===== config.mk =====
export PLATFORM = sky130hd
export DESIGN_NAME = cpu_run_ctrl
export DESIGN_NICKNAME = d
export VERILOG_FILES = /design/src/rtl/cpu_run_ctrl.sv
export SDC_FILE = /design/constraint.sdc
export NUM_CORES = 1
export LEC_CHECK = 0
export CAP_MARGIN = 10
export CELL_PAD_IN_SITES_DETAIL_PLACEMENT = 2
export CELL_PAD_IN_SITES_GLOBAL_PLACEMENT = 2
export CORE_UTILIZATION = 38
export CTS_BUF_LIST = sky130_fd_sc_hd__clkbuf_8
export CTS_CLUSTER_DIAMETER = 80
export DETAILED_ROUTE_END_ITERATION = 7
export PLACE_DENSITY_LB_ADDON = 0.1
export SYNTH_ARGS = -nofsm -noshare
export SYNTH_HDL_FRONTEND = slang
export SYNTH_SLANG_ARGS = --single-unit

===== constraint.sdc =====
create_clock -name CLK -period 5.5 [get_ports CLK]
set_clock_uncertainty 0.1 [all_clocks]
set_input_delay 0.825 -clock CLK [delete_from_list [all_inputs] [get_ports CLK]]
set_output_delay 0.825 -clock CLK [all_outputs]
set_load 0.01 [all_outputs]

===== src/rtl/cpu_run_ctrl.sv =====
// -----------------------------------------------------------------------------
// cpu_run_ctrl
// Single-clock run/step controller for the board-level computer. The CPU is
// clocked by CLK and advances only on cycles where cpu_ce is high.
// Provides:
//   - selectable run rates, using a clock-enable prescaler
//   - debounced single-step and run/stop buttons
//   - an address breakpoint
//   - a sequenced CPU reset
//
// Ports:
//   CLK        system clock
//   RESET      asynchronous active-low reset
//   rate_sel   0..11 -> 1,10,100,1k,10k,100k,1M,10M,20M,25M,50M,100M Hz;
//              12..15 -> step mode
//   btn_step   raw step button (async, active-high)
//   btn_run    raw run/stop toggle button (async, active-high)
//   bp_en      breakpoint enable
//   bp_addr    breakpoint address
//   addr       current CPU address bus
//   cpu_ce     one-CLK-wide CPU advance enable (registered)
//   cpu_reset  active-high synchronous CPU reset (registered)
//   state      0=RST_HOLD 1=RUN 2=HALT 3=STEP
//   bp_hit     sticky breakpoint-hit flag
//   cycle_cnt  number of cpu_ce pulses issued (wraps)
// -----------------------------------------------------------------------------
module cpu_run_ctrl #(
   parameter int unsigned CLK_HZ     = 100000000,
   parameter int unsigned DEB_CYCLES = 1000000,
   parameter int unsigned RST_CYCLES = 16
) (
   input  logic        CLK,
   input  logic        RESET,
   input  logic [3:0]  rate_sel,
   input  logic        btn_step,
   input  logic        btn_run,
   input  logic        bp_en,
   input  logic [31:0] bp_addr,
   input  logic [31:0] addr,
   output logic        cpu_ce,
   output logic        cpu_reset,
   output logic [1:0]  state,
   output logic        bp_hit,
   output logic [31:0] cycle_cnt
);

   localparam int DCW = $clog2(DEB_CYCLES + 1);
   localparam int RCW = $clog2(RST_CYCLES + 1);

   typedef enum logic [1:0] {
      ST_RST_HOLD = 2'd0,
      ST_RUN      = 2'd1,
      ST_HALT     = 2'd2,
      ST_STEP     = 2'd3
   } state_e;

   // Divisor per rate code, folded at elaboration. Codes 12..15 (step mode)
   // and rates faster than CLK both clamp to 1.
   function automatic logic [15:0][31:0] build_div_tbl();
      logic [15:0][31:0] t;
      int unsigned       f;
      for (int i = 0; i < 16; i++) begin
         case (i)
            0:       f = 1;
            1:       f = 10;
            2:       f = 100;
            3:       f = 1000;
            4:       f = 10000;
            5:       f = 100000;
            6:       f = 1000000;
            7:       f = 10000000;
            8:       f = 20000000;
            9:       f = 25000000;
            10:      f = 50000000;
            11:      f = 100000000;
            default: f = 0;
         endcase
         if (f == 0 || CLK_HZ < f) t[i] = 32'd1;
         else                      t[i] = 32'(CLK_HZ / f);
      end
      return t;
   endfunction

   localparam logic [15:0][31:0] DIV_TBL = build_div_tbl();

   // ---------------------------------------------------------------- buttons
   // Bit 0 = step, bit 1 = run.
   logic [1:0]          btn_raw;
   logic [1:0]          sync1_q, sync2_q, lvl_q, deb_q, deb_dly_q;
   logic [1:0][DCW-1:0] dcnt_q;
   logic                step_press, run_press;

   assign btn_raw = {btn_run, btn_step};

   // lvl_q tracks the synced level. Any change restarts the stability counter.
   // deb_q takes the level once it has been stable for DEB_CYCLES cycles.
   always_ff @(posedge CLK or negedge RESET) begin
      if (!RESET) begin
         sync1_q   <= '0;
         sync2_q   <= '0;
         lvl_q     <= '0;
         deb_q     <= '0;
         deb_dly_q <= '0;
         dcnt_q    <= '0;
      end else begin
         sync1_q   <= btn_raw;
         sync2_q   <= sync1_q;
         deb_dly_q <= deb_q;
         for (int b = 0; b < 2; b++) begin
            if (sync2_q[b] != lvl_q[b]) begin
               lvl_q[b]  <= sync2_q[b];
               dcnt_q[b] <= '0;
            end else if (dcnt_q[b] == DCW'(DEB_CYCLES - 1)) begin
               deb_q[b] <= lvl_q[b];
            end else begin
               dcnt_q[b] <= dcnt_q[b] + DCW'(1);
            end
         end
      end
   end

   assign step_press = deb_q[0] & ~deb_dly_q[0];
   assign run_press  = deb_q[1] & ~deb_dly_q[1];

   // -------------------------------------------------------------- prescaler
   state_e      state_q, state_d;
   logic [3:0]  rate_q;
   logic [31:0] presc_q, presc_d;
   logic [31:0] div;
   logic        rate_chg, rate_run, tick;

   assign div      = DIV_TBL[rate_sel];
   assign rate_run = (rate_sel < 4'd12);
   assign rate_chg = (rate_sel != rate_q);
   // A rate change restarts the count, so no stale tick is taken that cycle.
   assign tick     = (state_q == ST_RUN) && !rate_chg && (presc_q == div - 32'd1);

   always_comb begin
      presc_d = presc_q + 32'd1;
      if (state_q != ST_RUN || rate_chg || tick) presc_d = '0;
   end

   always_ff @(posedge CLK or negedge RESET) begin
      if (!RESET) begin
         rate_q  <= '0;
         presc_q <= '0;
      end else begin
         rate_q  <= rate_sel;
         presc_q <= presc_d;
      end
   end

   // -------------------------------------------------------------------- FSM
   logic           cpu_ce_q, cpu_ce_d;
   logic           cpu_reset_q, cpu_reset_d;
   logic           bp_hit_q, bp_hit_d;
   logic           guard_q, guard_d;
   logic [31:0]    cycle_cnt_q, cycle_cnt_d;
   logic [RCW-1:0] rst_cnt_q, rst_cnt_d;

   always_comb begin
      state_d     = state_q;
      cpu_ce_d    = 1'b0;
      cpu_reset_d = 1'b0;
      bp_hit_d    = bp_hit_q;
      guard_d     = guard_q;
      cycle_cnt_d = cycle_cnt_q;
      rst_cnt_d   = rst_cnt_q;
      case (state_q)
         ST_RST_HOLD: begin
            cpu_reset_d = 1'b1;
            if (rst_cnt_q == RCW'(RST_CYCLES - 1)) begin
               cpu_reset_d = 1'b0;
               state_d     = rate_run ? ST_RUN : ST_HALT;
            end else begin
               rst_cnt_d = rst_cnt_q + RCW'(1);
            end
         end
         ST_RUN: begin
            // Leaving RUN beats a coincident tick: no enable on the exit cycle.
            if (run_press || !rate_run) begin
               state_d = ST_HALT;
            end else if (tick) begin
               if (bp_en && addr == bp_addr && !guard_q) begin
                  bp_hit_d = 1'b1;
                  state_d  = ST_HALT;
               end else begin
                  cpu_ce_d    = 1'b1;
                  cycle_cnt_d = cycle_cnt_q + 32'd1;
                  guard_d     = 1'b0;
               end
            end
         end
         ST_HALT: begin
            // Run wins over a simultaneous step. In step mode run is ignored.
            if (run_press && rate_run) begin
               state_d  = ST_RUN;
               guard_d  = 1'b1;
               bp_hit_d = 1'b0;
            end else if (step_press) begin
               // The enable is issued as STEP is entered, so it is high
               // during the single STEP cycle and never while in HALT.
               state_d     = ST_STEP;
               cpu_ce_d    = 1'b1;
               cycle_cnt_d = cycle_cnt_q + 32'd1;
            end
         end
         default: begin
            state_d = ST_HALT;
         end
      endcase
   end

   always_ff @(posedge CLK or negedge RESET) begin
      if (!RESET) begin
         state_q     <= ST_RST_HOLD;
         cpu_ce_q    <= 1'b0;
         cpu_reset_q <= 1'b1;
         bp_hit_q    <= 1'b0;
         guard_q     <= 1'b0;
         cycle_cnt_q <= '0;
         rst_cnt_q   <= '0;
      end else begin
         state_q     <= state_d;
         cpu_ce_q    <= cpu_ce_d;
         cpu_reset_q <= cpu_reset_d;
         bp_hit_q    <= bp_hit_d;
         guard_q     <= guard_d;
         cycle_cnt_q <= cycle_cnt_d;
         rst_cnt_q   <= rst_cnt_d;
      end
   end

   assign cpu_ce    = cpu_ce_q;
   assign cpu_reset = cpu_reset_q;
   assign state     = state_q;
   assign bp_hit    = bp_hit_q;
   assign cycle_cnt = cycle_cnt_q;

endmodule

Word level (Yosys, flattened, before mapping)
Memories as Yosys holds them, arrays and structs flattened. Cells that the tools add are included.

Bits in registers: 129. Memory bits (read-only): 512. Input bits: 73. Output and inout port bits: 37. Logic and storage cells: 116. Memories: 1.

$add $sub $neg: 6. Order comparisons: 2. Eq/ne operators: 24. Multiplexer cells: 38. Bitwise operators: 7. Reductions and logical operators: 20.

Memory list: (no name shown) (depth 16, bits a word 32, read ports 1, clocked after Yosys merged registers in 0, wr ports 0, line 132) `assign div = DIV_TBL[rate_sel];`.

Operators with widths (count): 32-bit two-way mux (7); 20-bit two-way mux (4); 32-bit by 1-bit adder with 32-bit output, second input constant (2); 32-bit equality test (2); 32-bit one-hot mux with 2 select lines (1); 20-bit by 1-bit adder with 20-bit output, second input constant (2); 20-bit equality test, second input constant (2); 32-bit by 1-bit subtractor with 32-bit output, second input constant (1); 2-bit != test, second input constant (9); 1-bit two-way mux (15); 2-bit two-way mux (7); 5-bit AND reduction (2); 1-bit one-hot mux with 2 select lines (3); 2-bit one-hot mux with 3 select lines (1); 2-bit AND reduction (3); 6-bit AND reduction (1); 5-bit by 1-bit adder with 5-bit output, second input constant (1); 5-bit by 4-bit equality test with 1-bit output, second input constant (1); 1-bit logical AND (5); 4-bit by 5-bit < comparator with 1-bit output, second input constant (1); 1-bit inverter (5); 4-bit < comparator, second input constant (1); 2-bit by 1-bit != test with 1-bit output, second input constant (2); 4-bit != test (1); other kinds (12) (18).

Depth between registers and ports, before layout
Gate-level depths: netlist of the first run.

Depth after elaboration: 8. Depth in mapped cells: 17. Gate-level depth less buffers: 14.

Worst setup path after synthesis of the first run
OpenSTA, ideal clock, no wires.

Kind: input-to-reg. From: input rate_sel[0]. To: register state_q[1], in the netlist state[1]. Setup time: 0.086 ns. Data arrival time: 4.442 ns. Required time: 5.314 ns. Setup slack: 0.872 ns. Stages: 15. Path buffers: 2. Path through: clkbuf_1 inv_1 ha_1 clkbuf_1 inv_1 o21ai_0 ha_1 xnor2_1 nor4_1 nand4b_1 or4b_2 nor4b_1 nand3_1 a2111o_1 a32oi_1.

Longest elaborated chain between the ends: 7. Elaborated cells between the ends (all ways): 21. Classes of those cells: add/sub (1); order compare (1); eq/ne (5); mux (6); reduce/logical (7); memory (1).

RTL lines: start, declared (line 34) `input logic [3:0] rate_sel,`; memory read 16 x 32 bit; 32-bit two-way mux (not written as such) (line 132); 32-bit by 1-bit subtractor with 32-bit output (line 136) `assign tick = (state_q == ST_RUN) && !rate_chg && (presc_q == div - 32'd1);`; 32-bit equality test (line 136); 1-bit logical AND (line 136); 3-bit by 2-bit != test with 1-bit output (no source line); 4-bit AND reduction (no source line); end signal, assigned (line 224) `state_q <= state_d;`; end, declared (line 126) `state_e state_q, state_d;`.

Several ways; a longest one is shown, not always the timed one. The select of a mux whose other input is x is not followed. A chain may end at the register's enable or synchronous reset.

Final worst setup path of the first run
From: input rate_sel[1]. To: register state_q[1], in the netlist state[1].

The elaborated chain is that of the path after synthesis.

==> results of run 1 <==
## registers in the layout (all words and copies together), names as in the netlist
register   count
deb_q          2
rate_q         4
dcnt_q        40
lvl_q          2
rst_cnt_q      5
state          2
sync2_q        2
sync1_q        2
cpu_ce         1
cpu_reset      1
presc_q       32
deb_dly_q      2
bp_hit         1
cycle_cnt     32
guard_q        1
## worst register-to-register path, stage by stage, from the launching register on
cell,delay [ns]
dfrtp_1,0.49
xnor2_1,0.17
nor4_1,0.25
nand4b_1,0.16
or4b_2,0.67
nor4b_1,0.42
nand3_1,0.24
a2111o_1,0.49
a32oi_1,0.18
## cell usage after synthesis, types with 7 or more instances
| cell | count |
|---|---|
| nor3b_1 | 8 |
| ha_1 | 17 |
| nand2_1 | 65 |
| a211oi_1 | 22 |
| a21oi_1 | 33 |
| nand2b_1 | 8 |
| nand3_1 | 45 |
| mux2i_1 | 11 |
| nand4_1 | 26 |
| nor2_1 | 113 |
| nor3_1 | 17 |
| o21ai_0 | 21 |
| dfrtp_1 | 128 |
| and4_1 | 7 |
| clkbuf_1 | 33 |
| nor4_1 | 12 |
| and3_1 | 19 |
| xnor2_1 | 73 |
| a2111oi_2 | 7 |
| xor2_1 | 76 |
| nor4b_1 | 10 |
| inv_1 | 32 |
## worst paths after layout
path                                  to  slack [ns]  cells after the start
hold / removal                sync2_q[0]        0.27                      0
min in group asynchronous    presc_q[30]        0.33                      1
max in group asynchronous  cycle_cnt[11]        4.01                      2
setup / recovery                state[1]        0.51                     14
hold reg to reg               sync2_q[0]        0.27                      0
setup reg to reg                state[1]        2.24                      8
## cell type report
class | instances | area, um2 | share of cell area, %
clock inverters | 13 | 120 | 1.24
multi-input cells | 669 | 4410 | 45.5
well taps | 270 | 338 | 3.49
inverters | 32 | 120 | 1.24
flip-flops and latches | 129 | 3230 | 33.3
repair buffers | 123 | 1210 | 12.5
clock buffers | 19 | 262 | 2.70
## cell usage in the layout, fill, tap and decap left out, types with 21 or more instances in the layout
cell type,instances
dfrtp_1,128
nor2_1,113
clkdlybuf4s50_1,108
xor2_1,76
xnor2_1,73
nand2_1,65
nand3_1,45
inv_1,35
a21oi_1,33
nand4_1,26
a211oi_1,22
o21ai_0,21
## metrics by stage
step / utilization, % / cells / area, um2
2_1_floorplan: - / 872 / 7920
6_report: 47.6 / 1255 / 9680
5_1_grt: 47.6 / 1255 / 9680
3_5_place_dp: 45.7 / 1223 / 9300
4_1_cts: 47.6 / 1255 / 9680
3_3_place_gp: 45.7 / 1223 / 9300
## routing by layer
metal | part of all wire [%] | wire [um] | global-route usage (%)
met5 | 0 | 0 | 0
met4 | 2.1 | 529 | 9.22
met3 | 2.1 | 534 | 3.66
met2 | 53 | 13200 | 44.1
met1 | 43 | 10700 | 29.4
## logic make-up (layout without fill, tap and decap cells)
logic type                 after synthesis  in the layout
adders and majority gates               17             17
muxes                                   12             12
AOI/OAI and AO/OA                      124            124
DFF                                    129            129
and+or+nand+nor                        367            367
xor gates and xnor gates               149            149
buffers and inverters                   74            187
## power breakdown
group	switching (uW)	leakage [uW]	internal [uW]
sequential	9.77	0.00171	959
clock	384	0.000205	419
combinational	141	0.00209	116
==> results.md, run 1 <==
* Overflow left after global routing at 0
* Most used DFF post-synth: dfrtp_1
* Starting utilization of the core area at 38.9%
* Leakage component of the power at 0.00401 uW
* Die height at 146 um
* Final Cycle Share at 90.7%
* Run status: finished, final reports clean
* Adder-Cell Fraction of Synth Area at 2.69%
* Area share of the leading cell type in the synthesized netlist at 40.4%
* CTS resizes at 0
* Path type of the worst min-delay path: flip-flop to flip-flop
* Kind of critical path: primary input to flip-flop
* Final-layout fill cell count at 2,208
* Max frequency at 201 MHz
* Kind of launch point of the worst setup path: primary input
* Area of the core at 20,400 um2
* Total number of vias at 6,907
* Area share of xor/xnor cells in the synthesized design at 16.5%
* Synthesized flop and latch total at 129
* Synth-to-Final Area Change at 22.3%
* Critical R2R Launch: presc_q[1]
* FFs w/ async S/R, synth at 100%
* Vias per cell at 5.50
* Delay-heaviest family, CP: simple AND/OR/NAND/NOR gates
* Maximum level of the CTS H-tree at 4
* Crit. End Element: flip-flop
* Area of the die at 21,400 um2
* Final setup slack of the worst path at 0.514 ns
* Number of buffers added on ports at 109
* Number of I/O pins at 110
* Startpoint of the most critical hold path: sync1_q[0]
* Pre-CTS WS at 0.0712 ns
* Syn. warnings at 0
* Headroom to the max-slew limit at 36.4%
* Share of cells above drive strength 1 at 6.29%
* Tightest hold margin at 0.267 ns
* Stage delay of the slowest cell on the critical path at 0.67 ns
* Cell taking the most area after synthesis: dfrtp_1
* Power consumption at 2030 uW
* Total of endpoints with negative setup slack in the final report at 0
* Wire length of the first global-routing pass at 41,800 um
* VDD IR-drop max at 0.125 mV
* Final nets at 1,062
* Simple-Gate Fraction of Synth Area at 23.7%
* Total iterations of the first detailed-routing run at 5
* Via count of the first global-routing pass at 7,958
* Insertion delay to the later sink of the worst-skew pair at 0.45 ns
* Combined global-route utilization of all metal layers at 24.5%
* Number of antenna violations at the first check in global routing at 0
* Largest fanout of any net on the critical path at 17
* Clock tree from TritonCTS: done
* Cell area after synthesis at 7920 um2
* Cell occurring most often along the worst timing path: ha_1
* Slowest cell on crit path: or4b_2
* Clock Pin Slew Worst Setup and Hold Paths at 0.08 ns
* Die width at 146 um
* Worst-path cell chain: clkdlybuf4s50_1 > buf_4 > ha_1 > nor3b_1 > a21oi_1 > ha_1 > xnor2_1 > nor4_1 > nand4b_1 > or4b_2 > nor4b_1 > nand3_1 > a2111o_1 > a32oi_1
* Rows at 52
* Post-synth EDFFs at 0
* Power Density at 209 nW/um2
* Number of sinks on the clock net at 129
* Pin count of the biggest net entering global routing at 100
* Combinational family with the most area after synthesis: simple AND/OR/NAND/NOR gates
* Buffer levels on the longest clock path at 2
* Diode insertion count for antenna repair at 0
* Timing startpoint of the critical path: rate_sel[1]
* Worst EP required at 5.76 ns
* Initial DRC Count at 258
* Multiplexer fraction of the synthesized cell area at 1.53%
* Data arrival at the endpoint of the critical path at 5.24 ns
* Fraction of the mapped netlist area in compound gates at 11.2%
* Number of hold violations in the final report at 0
* Postcts setup bufs at 0
* Number of buffers and inverters on the critical path at 2
* DR WL/cell at 19.9 um
* Root Buffer: clkbuf_8
* Number of remaining DRC errors at 0
* Post-layout min period at 4.99 ns
* Clock buffer count from CTS at 17
* Gate count of the mapped netlist at 872
* Total half-perimeter wirelength after legalization and detailed placement at 18,600 um
* Hold-fix buffer count after cts at 0
* Max-cap viol count at 0
* Slew Limit Fails at 0
* Fin Setup TNS at 0 ns
* Pin slew with the least headroom to its limit at 0.955 ns
* Post-synthesis net count at 962
* Largest cells by area after synthesis: dfrtp_1, xor2_1, xnor2_1, nor2_1, nand2_1
* Placer's final routability congestion estimate at 0.915
* Number of different library cells in the post-synthesis netlist at 60
* Post-synthesis sequential area ratio at 40.8%
* Aggregate routed wire length at 24,900 um
* DRT antenna net count at 0
* Average size of a mapped cell at 9.08 um2
* RSZ-0062 raised after global routing: false
No activity file was read; power rests on OpenSTA's default activity.
==> run 2, diff against run 1 <==
--- a/config.mk
+++ b/config.mk
@@ -5,10 +5,11 @@
 export SDC_FILE = /design/constraint.sdc
 export NUM_CORES = 1
 export LEC_CHECK = 0
+export ABC_CLOCK_PERIOD_IN_PS = 4200
 export CAP_MARGIN = 10
 export CELL_PAD_IN_SITES_DETAIL_PLACEMENT = 2
 export CELL_PAD_IN_SITES_GLOBAL_PLACEMENT = 2
-export CORE_UTILIZATION = 38
+export CORE_UTILIZATION = 32
 export CTS_BUF_LIST = sky130_fd_sc_hd__clkbuf_8
 export CTS_CLUSTER_DIAMETER = 80
 export DETAILED_ROUTE_END_ITERATION = 7
==> constraint.sdc (replaced) <==
create_clock -name CLK -period 4.2 [get_ports CLK]
set_clock_uncertainty 0.1 [all_clocks]
set_input_delay 0.63 -clock CLK [delete_from_list [all_inputs] [get_ports CLK]]
set_output_delay 0.63 -clock CLK [all_outputs]
set_load 0.01 [all_outputs]
==> results.md, run 2 (synthesized netlist as in run 1, its figures left out) <==
* Headroom to the max-slew limit at 38.3%
* Number of hold violations in the final report at 0
* Maximum level of the CTS H-tree at 4
* Register-to-register path setup slack at 1.03 ns
* Total iterations of the first detailed-routing run at 4
* Pin count of the biggest net entering global routing at 93
* Starting utilization of the core area at 32.6%
* Number of buffers added on ports at 109
* Final nets at 1,112
* Final-layout fill cell count at 2,680
* Total half-perimeter wirelength after legalization and detailed placement at 18,000 um
* Number of I/O pins at 110
* Run status: finished, final reports clean
* FF-to-FF path depth at 13
* Largest register by flop count: dcnt_q
* Number of sinks on the clock net at 129
* Placer's final routability congestion estimate at 0.797
* Most common cell after layout, fill and taps aside: dfrtp_1
* Insertion delay to the later sink of the worst-skew pair at 0.46 ns
* Share of cells above drive strength 1 at 14.0%
* Root Buffer: clkbuf_8
* Area of the core at 24,300 um2
* Diode insertion count for antenna repair at 0
* Worst EP required at 4.47 ns
* Synth-to-Final Area Change at 30.3%
* VDD IR-drop max at 0.119 mV
* Vias per cell at 5.17
* Kind of launch point of the worst setup path: primary input
* Final Cycle Share at 99.6%
* Buffer levels on the longest clock path at 2
* Die width at 159 um
* Final instance area at 10,300 um2
* Total of endpoints with negative setup slack in the final report at 0
* Total number of vias at 7,028
* Clock Pin Slew Worst Setup and Hold Paths at 0.09 ns
* Number of antenna violations at the first check in global routing at 0
* Hold-fix buffer count after cts at 0
* Rows at 57
* DR WL/cell at 17.9 um
* Path type of the worst min-delay path: primary input to async pin
* DRT antenna net count at 0
* Leading cell types in the layout, fill and taps excluded: dfrtp_1, nor2_1, clkdlybuf4s50_1
* Largest fanout of any net on the critical path at 10
* Aggregate routed wire length at 24,300 um
* Post-layout min period at 4.18 ns
* Via count of the first global-routing pass at 7,920
* Largest register FFs at 40
* Data arrival at the endpoint of the critical path at 4.45 ns
* Combined global-route utilization of all metal layers at 20.0%
* Leakage component of the power at 0.00426 uW
* Initial DRC Count at 243
* Power Density at 254 nW/um2
* Area of the die at 25,400 um2
* Pin slew with the least headroom to its limit at 0.924 ns
* Max frequency at 239 MHz
* Overflow left after global routing at 0
* Share of the core filled with cells at 42.4%
* Number of remaining DRC errors at 0
* Clock tree from TritonCTS: done
* Power consumption at 2620 uW
* Clock buffer count from CTS at 17
* Area post-placement at 9730 um2
* Kind of critical path: primary input to flip-flop
* Slew Limit Fails at 0
* Die height at 159 um
* Wire length of the first global-routing pass at 40,900 um
* RSZ-0062 raised after global routing: true
* Crit. End Element: flip-flop
* Max-cap viol count at 0
-- run 2: what timing repair did --
| action | in CTS | in global routing |
|---|---|---|
| resized for setup | 4 | 34 |
| gates cloned | 0 | 1 |
| pin swaps | 1 | 14 |
| setup endpoints to repair | 9 | 28 |
| endpoints found under the hold margin | 0 | 0 |
| buffers inserted | 0 | 3 |
-- run 2: critical path, stage by stage --
cell	delay, ns
clkdlybuf4s50_1	0.47
inv_1	0.08
ha_2	0.20
or3_4	0.38
or4b_4	0.59
a211oi_4	0.40
o211a_1	0.25
o211ai_1	0.11
nor4_2	0.28
nand4_1	0.13
buf_4	0.18
buf_12	0.15
buf_4	0.16
a211oi_2	0.27
xor2_1	0.19
-- run 2: metal layers --
metal	routed length, um	GRT usage [%]	up-vias
met5	0	0	-
met4	378	5.20	0
met3	588	3.23	25
met2	12600	35.9	93
met1	10800	24.8	3575
li1	-	-	3335
-- run 2: through the flow --
step / hold slack [ns] / worst slack (ns) / instances / setup TNS (ns)
global placement: 0.232 / -0.531 / 1323 / -22.30
finish: 0.109 / 0.0156 / 1359 / 0
floorplan: 0.231 / 0.00876 / 872 / 0
detailed placement: 0.236 / -0.600 / 1323 / -27.03
global route: 0.162 / -0.150 / 1359 / -1.62
CTS: 0.174 / 0.0107 / 1355 / 0
-- run 2: path summary, 6_finish.rpt --
path / from / endpoint
worst min register to register: sync1_q[1] / sync2_q[1]
min in group CLK: sync1_q[1] / sync2_q[1]
worst max register to register: presc_q[1] / cycle_cnt[13]
worst min-delay path: RESET / presc_q[18]
worst max-delay path: rate_sel[0] / cycle_cnt[13]
max in group asynchronous: RESET / deb_q[1]
-- run 2: area by class of cell --
type / count / area (um2) / share of cell area, %
Sequential cell: 129 / 3230 / 31.3
Inverter: 32 / 120 / 1.16
Clock inverter: 15 / 113 / 1.09
Tap cell: 324 / 405 / 3.93
Timing Repair Buffer: 173 / 1620 / 15.7
Multi-Input combinational cell: 669 / 4600 / 44.6
Clock buffer: 17 / 234 / 2.27
-- run 2: report_power, final --
group,internal [uW],switching (uW)
logic,184,196
clock network,412,564
registers,1260,12.6
total,1850,772
